**config.mk**
```make
export PLATFORM = sky130hd
export DESIGN_NAME = button_debouncer_flat
export DESIGN_NICKNAME = d
export VERILOG_FILES = /design/src/rtl/button_debouncer_if.sv /design/src/rtl/button_debouncer.sv /design/src/flat_wrapper.sv
export SDC_FILE = /design/constraint.sdc
export NUM_CORES = 1
export LEC_CHECK = 0
export CORE_UTILIZATION = 40
export DETAILED_ROUTE_END_ITERATION = 8
export PLACE_DENSITY = 0.68
export SYNTH_ARGS = -nofsm -noshare
export SYNTH_HDL_FRONTEND = slang
export SYNTH_SLANG_ARGS = --single-unit
```
**constraint.sdc**
```tcl
create_clock -name clk -period 2.35 [get_ports clk]
set_clock_uncertainty 0.15 [all_clocks]
set_input_delay 0.705 -clock clk [delete_from_list [all_inputs] [get_ports clk]]
set_output_delay 0.705 -clock clk [all_outputs]
set_load 0.02 [all_outputs]
```
**src/rtl/button_debouncer_if.sv**
```systemverilog
// Button conditioning signal bundle: raw pin in, debounced level and
// qualification flag out.
// Handshake: this is a plain level interface with no valid/ready pair.
// button_raw may change at any time, asynchronously to clk. button_clean
// and bouncing are registered levels that are meaningful on every cycle.
interface button_debouncer_if;
  logic button_raw;
  logic button_clean;
  logic bouncing;

  // Producer of the raw pin and consumer of the conditioned level.
  modport master (
    output button_raw,
    input  button_clean,
    input  bouncing
  );

  // The debouncer itself.
  modport slave (
    input  button_raw,
    output button_clean,
    output bouncing
  );
endinterface

```
**src/rtl/button_debouncer.sv**
```systemverilog
// Push-button debouncer. The raw pin first passes through a synchroniser
// chain. A four-state FSM with a stability counter then accepts a level
// change only after DEBOUNCE_CYCLES consecutive identical synchronised
// samples. Any reversal while a change is being qualified drops back to the
// previous stable state and discards the partial count.
module button_debouncer #(
  parameter int SYNC_STAGES     = 2,
  parameter int DEBOUNCE_CYCLES = 16,
  parameter int CNT_W           = 5
) (
  input  logic                clk,
  input  logic                reset,
  button_debouncer_if.slave   btn,
  output logic [1:0]          dbg_state_o
);

  // The encoding is chosen so that bit 1 is the accepted level and
  // bit 0 ^ bit 1 marks a qualification in progress.
  typedef enum logic [1:0] {
    STABLE_LOW  = 2'b00,
    CHECK_HIGH  = 2'b01,
    STABLE_HIGH = 2'b11,
    CHECK_LOW   = 2'b10
  } state_t;

  localparam logic [CNT_W-1:0] CNT_LAST = CNT_W'(DEBOUNCE_CYCLES - 1);

  logic [SYNC_STAGES-1:0] sync_q;
  logic                   sync_out;

  state_t                 state_q, state_d;
  logic [CNT_W-1:0]       cnt_q, cnt_d;
  logic                   clean_q, clean_d;
  logic                   bouncing_q, bouncing_d;

  assign sync_out = sync_q[SYNC_STAGES-1];

  // Synchroniser chain: a pure shift register with no logic between stages.
  always_ff @(posedge clk or negedge reset) begin
    if (!reset) begin
      sync_q <= '0;
    end else begin
      sync_q <= {sync_q[SYNC_STAGES-2:0], btn.button_raw};
    end
  end

  // Next-state, counter and output decisions for the qualification FSM.
  always_comb begin
    state_d = state_q;
    cnt_d   = cnt_q;
    clean_d = clean_q;
    case (state_q)
      STABLE_LOW: begin
        if (sync_out) begin
          state_d = CHECK_HIGH;
          cnt_d   = CNT_W'(1);
        end else begin
          cnt_d   = '0;
        end
      end
      CHECK_HIGH: begin
        if (!sync_out) begin
          state_d = STABLE_LOW;
          cnt_d   = '0;
        end else if (cnt_q == CNT_LAST) begin
          state_d = STABLE_HIGH;
          clean_d = 1'b1;
          cnt_d   = '0;
        end else begin
          cnt_d   = cnt_q + CNT_W'(1);
        end
      end
      STABLE_HIGH: begin
        if (!sync_out) begin
          state_d = CHECK_LOW;
          cnt_d   = CNT_W'(1);
        end else begin
          cnt_d   = '0;
        end
      end
      CHECK_LOW: begin
        if (sync_out) begin
          state_d = STABLE_HIGH;
          cnt_d   = '0;
        end else if (cnt_q == CNT_LAST) begin
          state_d = STABLE_LOW;
          clean_d = 1'b0;
          cnt_d   = '0;
        end else begin
          cnt_d   = cnt_q + CNT_W'(1);
        end
      end
      default: begin
        state_d = STABLE_LOW;
        cnt_d   = '0;
        clean_d = 1'b0;
      end
    endcase
    bouncing_d = (state_d == CHECK_HIGH) || (state_d == CHECK_LOW);
  end

  // State, counter and registered outputs.
  always_ff @(posedge clk or negedge reset) begin
    if (!reset) begin
      state_q    <= STABLE_LOW;
      cnt_q      <= '0;
      clean_q    <= 1'b0;
      bouncing_q <= 1'b0;
    end else begin
      state_q    <= state_d;
      cnt_q      <= cnt_d;
      clean_q    <= clean_d;
      bouncing_q <= bouncing_d;
    end
  end

  assign btn.button_clean = clean_q;
  assign btn.bouncing     = bouncing_q;
  assign dbg_state_o      = state_q;

endmodule

```
**src/flat_wrapper.sv**
```systemverilog
// flat-port wrapper written by rule: the top's interface ports become plain ports
module button_debouncer_flat 
#(
  parameter int SYNC_STAGES     = 2,
  parameter int DEBOUNCE_CYCLES = 16,
  parameter int CNT_W           = 5
)
  (clk, reset, dbg_state_o, btn_button_raw, btn_button_clean, btn_bouncing);
  button_debouncer_if btn_i ();
  input  logic clk;
  input  logic reset;
  output logic [1:0] dbg_state_o;
  input wire logic [$bits(btn_i.button_raw)-1:0] btn_button_raw;
  output wire logic [$bits(btn_i.button_clean)-1:0] btn_button_clean;
  output wire logic [$bits(btn_i.bouncing)-1:0] btn_bouncing;
  assign btn_i.button_raw = btn_button_raw;
  assign btn_button_clean = btn_i.button_clean;
  assign btn_bouncing = btn_i.bouncing;
  button_debouncer #(.SYNC_STAGES(SYNC_STAGES), .DEBOUNCE_CYCLES(DEBOUNCE_CYCLES), .CNT_W(CNT_W)) u_core (.clk(clk), .reset(reset), .btn(btn_i), .dbg_state_o(dbg_state_o));
endmodule
```
Word-level counts from Yosys, hierarchy flattened. Index checks and enable logic that the tools add are counted.

Bits in registers: 11. Word-level logic and storage cells: 38.

Add/sub/neg operators: 1. Equality and inequality tests: 10. Muxes and demuxes: 18. Reduce and logical (&&, ||, !) cells: 4.

Operators with widths (number): 5-bit one-hot mux with 4 select lines (1); 5-bit two-way mux (3); 2-bit two-way mux (6); 2-bit one-hot mux with 4 select lines (1); 2-bit == test (second input constant) (3); 1-bit two-way mux (6); 2-bit by 1-bit != test with 1-bit output (second input constant) (3); 5-bit by 1-bit adder with 5-bit output (second input constant) (1); 5-bit by 4-bit == test with 1-bit output (second input constant) (1); 5-bit AND reduction (1); 2-bit by 1-bit == test with 1-bit output (second input constant) (2); 2-bit logical NOT (1); 2-bit != test (second input constant) (1); 1-bit one-hot mux with 2 select lines (1); 2-bit nonzero test (1); 1-bit logical OR (1).

Depth between registers and ports, before layout. Gate-level depths: netlist (run 1).

Depth after elaboration: 6. Gate-level depth with buffers: 8. Gate-level depth less buffers: 7.

Worst setup path before layout (run 1). OpenSTA, ideal clock, no wires.

Path kind: register to register. Start point: reg u_core.state_q[0] (netlist: u_core.dbg_state_o[0]). End point: reg u_core.bouncing_q (netlist: u_core.btn.bouncing). Setup time: 0.123 ns. Arrival time: 1.677 ns. Data required time: 2.077 ns. Path slack: 0.400 ns. Cell stages (with the launch flop): 9. Path buffers: 1. Path through: dfrtp_1 -> inv_1 -> ha_1 -> clkbuf_1 -> inv_1 -> o211ai_1 -> a311oi_2 -> xnor2_1 -> a21oi_1.

Cells in the longest elaborated chain, start to end: 5. Elaborated cells on any way between the ends: 14. Those cells by class: 5 x eq/ne; 7 x mux; 2 x reduce/logical.

RTL lines: start, declared (RTL line button_debouncer.sv:31) `state_t state_q, state_d;`; start signal, assigned (RTL line button_debouncer.sv:110) `state_q <= state_d;`; 2-bit two-way mux (on tied branches) (RTL line button_debouncer.sv:85, button_debouncer.sv:65); 2-bit two-way mux (on tied branches) (RTL line button_debouncer.sv:82, button_debouncer.sv:62); 2-bit one-hot mux with 4 select lines (*) (RTL line button_debouncer.sv:52) `case (state_q)`; 2-bit by 1-bit == test with 1-bit output / 2-bit == test (equally long branches) (RTL line button_debouncer.sv:99) `bouncing_d = (state_d == CHECK_HIGH) || (state_d == CHECK_LOW);`; 1-bit logical OR (*) (RTL line button_debouncer.sv:99); net u_core.bouncing_d (RTL line button_debouncer.sv:34) `logic bouncing_q, bouncing_d;`; end signal, assigned (RTL line button_debouncer.sv:113) `bouncing_q <= bouncing_d;`; end, declared (RTL line button_debouncer.sv:34).

The timed path passes the listed nets; every way through them passes the cells marked *. A chain may end at the register's enable or synchronous reset.

Final worst setup path (run 1).
Start point: reg u_core.state_q[0] (netlist: u_core.dbg_state_o[0]). End point: out dbg_state_o[0].

RTL lines: end, declared (RTL line flat_wrapper.sv:12) `output logic [1:0] dbg_state_o;`.

No word-level cell between the ends.

==> results.sh, run 1 <==
export IMPL_synth_area_per_cell_um2=10.35
export IMPL_cts_tree="built"
export IMPL_drive_gt1_frac=0.07353
export IMPL_critPathRequiredTime_ps=1490
export IMPL_routedWlPerCell_um=12.71
export IMPL_yosys_top_cells_area="dfrtp_1 45%, ha_1 10%, xnor2_1 4.3%, a21oi_1 4.1%, nand4b_4 3.9%"
export IMPL_fin_crit_ps=2242
export IMPL_drtPass1Iterations=4
export IMPL_crit_family="buffers and inverters"
export IMPL_grt_pass1_vias=392
export IMPL_route_antenna_remaining_nets=0
export IMPL_worstSkewPairLatency_ps=260
export IMPL_final_max_slew_violation_count=0
export IMPL_coreArea_um2=1366
export IMPL_total_power_uw=726.0
export IMPL_drtIter0Drc=6
export IMPL_synth_cell_area_um2=610.6
export IMPL_synthMostInstantiatedCell="dfrtp_1"
export IMPL_die_w_um=41.07
export IMPL_ys_top_cells_by_count="11 x dfrtp_1, 5 x a21oi_1, 5 x ha_1"
export IMPL_initial_core_util=0.4469
export IMPL_p_leak_uw=0.0003569
export IMPL_syn_inst=59
export IMPL_crit_arrival_ps=1390
export IMPL_vias=447
export IMPL_antenna_found_initial=0
export IMPL_port_buffers=6
export IMPL_crit_type="reg2out"
export IMPL_crit_buf_inv=1
export IMPL_cts_buffers=3
export IMPL_antenna_cells=0
export IMPL_vdd_drop_max_uv=413.0
export IMPL_ys_ff_latch=11
export IMPL_grt_max_degree=12
export IMPL_yosysUniqueCellTypes=23
export IMPL_drc=0
export IMPL_synth_nets=67
export IMPL_startpoint_type="register"
export IMPL_cts_htree_levels=1
export IMPL_critPathMaxStageDelay_ps=650
export IMPL_final_net_count=77
export IMPL_crit_chain="clkdlybuf4s50_1"
export IMPL_dp_hpwl_um=795.2
export IMPL_rsz0062_at_grt="false"
export IMPL_finalSetupViolCount=0
export IMPL_synthArstFlopShare=1.000
export IMPL_yosys_area_top_type="dfrtp_1"
export IMPL_clk_pin_slew_ps=70
export IMPL_post_route_period_util=0.9542
export IMPL_cap_violations=0
export IMPL_grt_pass1_wl_um=1718
export IMPL_hold_viol=0
export IMPL_worst_pin_slew_ps=482.3
export IMPL_dieArea_um2=1687
export IMPL_hp_class="reg2reg"
export IMPL_holdWs_ps=212.6
export IMPL_crit_fanout=7
export IMPL_dieHeight_um=41.07
export IMPL_cts_root_buf="clkbuf_4"
export IMPL_globalplace_congestion=0.7555
export IMPL_ys_seq_area_frac=0.4508
export IMPL_vias_per_cell=5.386
export IMPL_drt_wl_total_um=1055
export IMPL_synthesis_yosys_warnings=0
export IMPL_clock_sinks=11
export IMPL_post_cts_buffers=0
export IMPL_pin_count=7
export IMPL_worst_slew_margin_rel=0.6775
export IMPL_cpMaxStageDelayCell="clkdlybuf4s50_1"
export IMPL_fin_setup_tns_ps=0
export IMPL_grt_usage=0.1563
export IMPL_ys_flop_type="dfrtp_1"
export IMPL_utilization=0.5229
export IMPL_area_delta_synth_final_pct=17.01
export IMPL_grt_overflow=0
export IMPL_p_per_area_nw_per_um2=1016
export IMPL_n_fill_cell=140
export IMPL_row_count=13
export IMPL_synth_edf_count=0
export IMPL_cts_buffer_depth=2
export IMPL_cts_hold_buffers_added=0
export IMPL_status="complete, no violations"
export IMPL_yosys_area_top_type_share=0.4508
export IMPL_endpoint_kind="output port"
export IMPL_fmax_mhz=446.0
## logic make-up (layout without fill, tap and decap cells)
kind of cell,count (synthesis),after routing,synth area share
compound gates,17,17,0.1844
xor+xnor,4,4,0.05739
fa+ha+maj,5,5,0.1025
buf+inv,5,14,0.03072
flops,11,11,0.4508
simple gates,17,17,0.1742
## stage by stage
step | instance area [um2] | setup slack [ps] | instances
floorplan | 610.6 | 399.8 | 59
global placement | 685.7 | 392.8 | 79
detailed placement | 685.7 | 366.4 | 79
CTS | 711.9 | 72.41 | 83
global route | 714.4 | 50.06 | 83
finish | 714.4 | 107.7 | 83
## flip-flops by register name (all words and copies together) (netlist names)
signal	cells
u_core.dbg_state_o	2
u_core.btn.bouncing	1
u_core.sync_q	2
u_core.cnt_q	5
u_core.btn.button_clean	1
## routing by layer
metal | share of wire | global-route usage
met1 | 0.52 | 0.2274
met5 | 0 | 0
met3 | 0.036 | 0.03261
met2 | 0.44 | 0.2266
met4 | 0.0057 | 0.05000
## final cells by class
class | instances | area [um2] | share of cell area
multi-input combinational | 43 | 316.6 | 0.4431
sequential | 11 | 275.3 | 0.3853
inverter | 4 | 15.01 | 0.02102
tap | 15 | 18.77 | 0.02627
timing repair buffer | 6 | 62.56 | 0.08757
clock buffer | 4 | 26.28 | 0.03678
## where the power goes
| group | total [uW] | internal [uW] | switching, uW | leakage [uW] |
|---|---|---|---|---|
| logic | 331 | 148 | 183 | 0.000206 |
| clock network | 126 | 65.4 | 60.8 | 0.0000150 |
| registers | 269 | 227 | 41.4 | 0.000136 |
## cell usage in the layout (no fill, tap or decap), types with 2 or more instances in the layout
cell type        instances
o21ai_1                  3
a31oi_1                  2
clkdlybuf4s50_1          5
nand3_1                  3
o211ai_1                 2
a211oi_1                 2
nor2_1                   3
xnor2_1                  3
inv_1                    4
ha_1                     5
clkbuf_4                 3
nand2_1                  3
and3_1                   2
dfrtp_1                 11
nor3_1                   2
a21oi_1                  5
## final timing paths
check / start / to / slack [ps] / depth (start not counted)
max in group asynchronous: reset / u_core.sync_q[1] / 1100 / 1
min in group asynchronous: reset / u_core.btn.bouncing / 620 / 1
max: u_core.dbg_state_o[0] / dbg_state_o[0] / 110 / 1
max reg2reg: u_core.dbg_state_o[1] / u_core.btn.bouncing / 390 / 7
min: u_core.sync_q[0] / u_core.sync_q[1] / 210 / 0
min reg2reg: u_core.sync_q[0] / u_core.sync_q[1] / 210 / 0
## timing repair
action                                 4_1_cts  5_1_grt
setup endpoints to repair                    0        1
resized for setup                            0        1
endpoints found under the hold margin        0        0
Power figures use the tool's default switching activity.
==> inputs of run 2 (changes only) <==
- HOLD_SLACK_MARGIN: not set -> 0.06
==> results of run 2 <==
No change in the layout: final DEF, timing and power equal those of run 1.
==> inputs of run 3 (changes only) <==
- CORE_MARGIN: not set -> 8
- GPL_ROUTABILITY_DRIVEN: not set -> 1
==> results.sh, run 3 (synthesis gave the netlist of run 1 again) <==
export IMPL_cts_htree_levels=1
export IMPL_die_w_um=55.07
export IMPL_holdWs_ps=205.7
export IMPL_cap_violations=0
export IMPL_startpoint_type="register"
export IMPL_worst_slew_margin_rel=0.6586
export IMPL_r2r_start="u_core.dbg_state_o[1]"
export IMPL_rr_endpoint="u_core.btn.bouncing"
export IMPL_p_leak_uw=0.0003439
export IMPL_vdd_drop_max_uv=437.1
export IMPL_hp_class="reg2reg"
export IMPL_routedWlPerCell_um=13.55
export IMPL_clk_pin_slew_ps=70
export IMPL_place_ws_ps=341.0
export IMPL_crit_family="buffers and inverters"
export IMPL_p_per_area_nw_per_um2=1038
export IMPL_vias_per_cell=5.447
export IMPL_route_antenna_remaining_nets=0
export IMPL_post_route_period_util=0.9633
export IMPL_cpMaxStageDelayCell="clkdlybuf4s50_1"
export IMPL_hold_path_startpoint="u_core.sync_q[0]"
export IMPL_drtIter0Drc=7
export IMPL_antenna_found_initial=0
export IMPL_cts_tree="built"
export IMPL_hold_viol=0
export IMPL_fin_ws_ps=86.32
export IMPL_worst_pin_slew_ps=510.5
export IMPL_dieHeight_um=55.07
export IMPL_crit_type="reg2out"
export IMPL_finalSetupViolCount=0
export IMPL_largest_reg_flops=5
export IMPL_cts_root_buf="clkbuf_4"
export IMPL_fmax_mhz=441.8
export IMPL_row_count=14
export IMPL_drc=0
export IMPL_grt_overflow=0
export IMPL_post_cts_buffers=0
export IMPL_area_delta_synth_final_pct=18.24
export IMPL_grt_usage=0.1014
export IMPL_endpoint_kind="output port"
export IMPL_crit_arrival_ps=1410
export IMPL_vias=463
export IMPL_layout_common_cells="10 x dfrtp_1, 6 x clkdlybuf4s50_1, 5 x a21oi_1, 5 x ha_1, 4 x inv_1"
export IMPL_final_max_slew_violation_count=0
export IMPL_crit_fanout=7
export IMPL_cts_buffers=3
export IMPL_crit_buf_inv=1
export IMPL_min_delay_worst_endpoint="u_core.sync_q[1]"
export IMPL_r2r_cells=7
export IMPL_drtPass1Iterations=4
export IMPL_clock_sinks=11
export IMPL_status="complete, no violations"
export IMPL_pin_count=7
export IMPL_port_buffers=6
export IMPL_grt_max_degree=12
export IMPL_fin_setup_tns_ps=0
export IMPL_antenna_cells=0
export IMPL_drive_gt1_frac=0.1014
export IMPL_dp_hpwl_um=865.9
export IMPL_layout_commonest_cell="dfrtp_1"
export IMPL_initial_core_util=0.4150
export IMPL_coreArea_um2=1471
export IMPL_min_path_cells=0
export IMPL_regMostFlops="u_core.cnt_q"
export IMPL_grt_pass1_wl_um=2118
export IMPL_cts_buffer_depth=2
export IMPL_crit_chain="clkdlybuf4s50_1"
export IMPL_grt_pass1_vias=463
export IMPL_fin_crit_ps=2264
export IMPL_n_fill_cell=138
export IMPL_drt_wl_total_um=1152
export IMPL_globalplace_congestion=0.8479
export IMPL_final_net_count=78
export IMPL_critPathMaxStageDelay_ps=650
export IMPL_rrSetupSlack_ps=460
export IMPL_dieArea_um2=3033
export IMPL_multi_input_area_um2=316.6
export IMPL_worstSkewPairLatency_ps=270
export IMPL_rsz0062_at_grt="false"
export IMPL_critPathRequiredTime_ps=1490
export IMPL_seq_area_um2=276.5
==> run 3: worst max path at each step <==
stage | depth (start not counted) | start | end
after floorplan | 8 | u_core.dbg_state_o[0] | u_core.btn.bouncing
after global placement | 1 | u_core.dbg_state_o[1] | dbg_state_o[1]
after detailed placement | 1 | u_core.dbg_state_o[1] | dbg_state_o[1]
after CTS | 1 | u_core.dbg_state_o[1] | dbg_state_o[1]
after global routing | 1 | u_core.dbg_state_o[0] | dbg_state_o[0]
final | 1 | u_core.dbg_state_o[0] | dbg_state_o[0]
==> run 3: routing by layer <==
layer	vias up	share of wire	track usage
li1	237	-	-
met1	213	0.52	0.1359
met2	9	0.40	0.1213
met3	4	0.048	0.04813
met4	0	0.024	0.07200
met5	-	0	0
==> run 3: worst reg2reg max path, cell delays in order, from the launching register on <==
cell	delay (ps)
dfrtp_2	460
inv_1	90
ha_1	260
o211ai_1	180
o211ai_1	120
a311oi_2	270
xnor2_1	160
a21oi_1	80
==> run 3: final cells by class <==
cell class	count	share of cell area
Sequential cell	11	0.3830
Tap cell	16	0.02773
Inverter	4	0.02080
Multi-Input combinational cell	43	0.4385
Clock buffer	4	0.03640
Timing Repair Buffer	7	0.09359
==> run 3: what timing repair did <==
item | 4_1_cts | 5_1_grt
setup endpoints to repair | 0 | 1
hold buffers | 0 | 0
resized for setup | 0 | 1
==> run 3: where the power goes <==
group          internal, uW  switching (uW)  total, uW  leakage, uW
registers               228            43.8        272     0.000134
clock network          65.8            65.7        131    0.0000150
logic                   158             188        346     0.000195
total                   452             298        749     0.000344
==> run 3: stage by stage <==
step	total power [uW]	std cells	instance area (um2)	util
after floorplan	510.0	59	610.6	-
after global placement	618.5	81	694.4	0.4719
after detailed placement	621.8	81	694.4	0.4719
after CTS	757.3	85	720.7	0.4898
after global routing	829.8	85	721.9	0.4906
final	749.2	85	721.9	0.4906
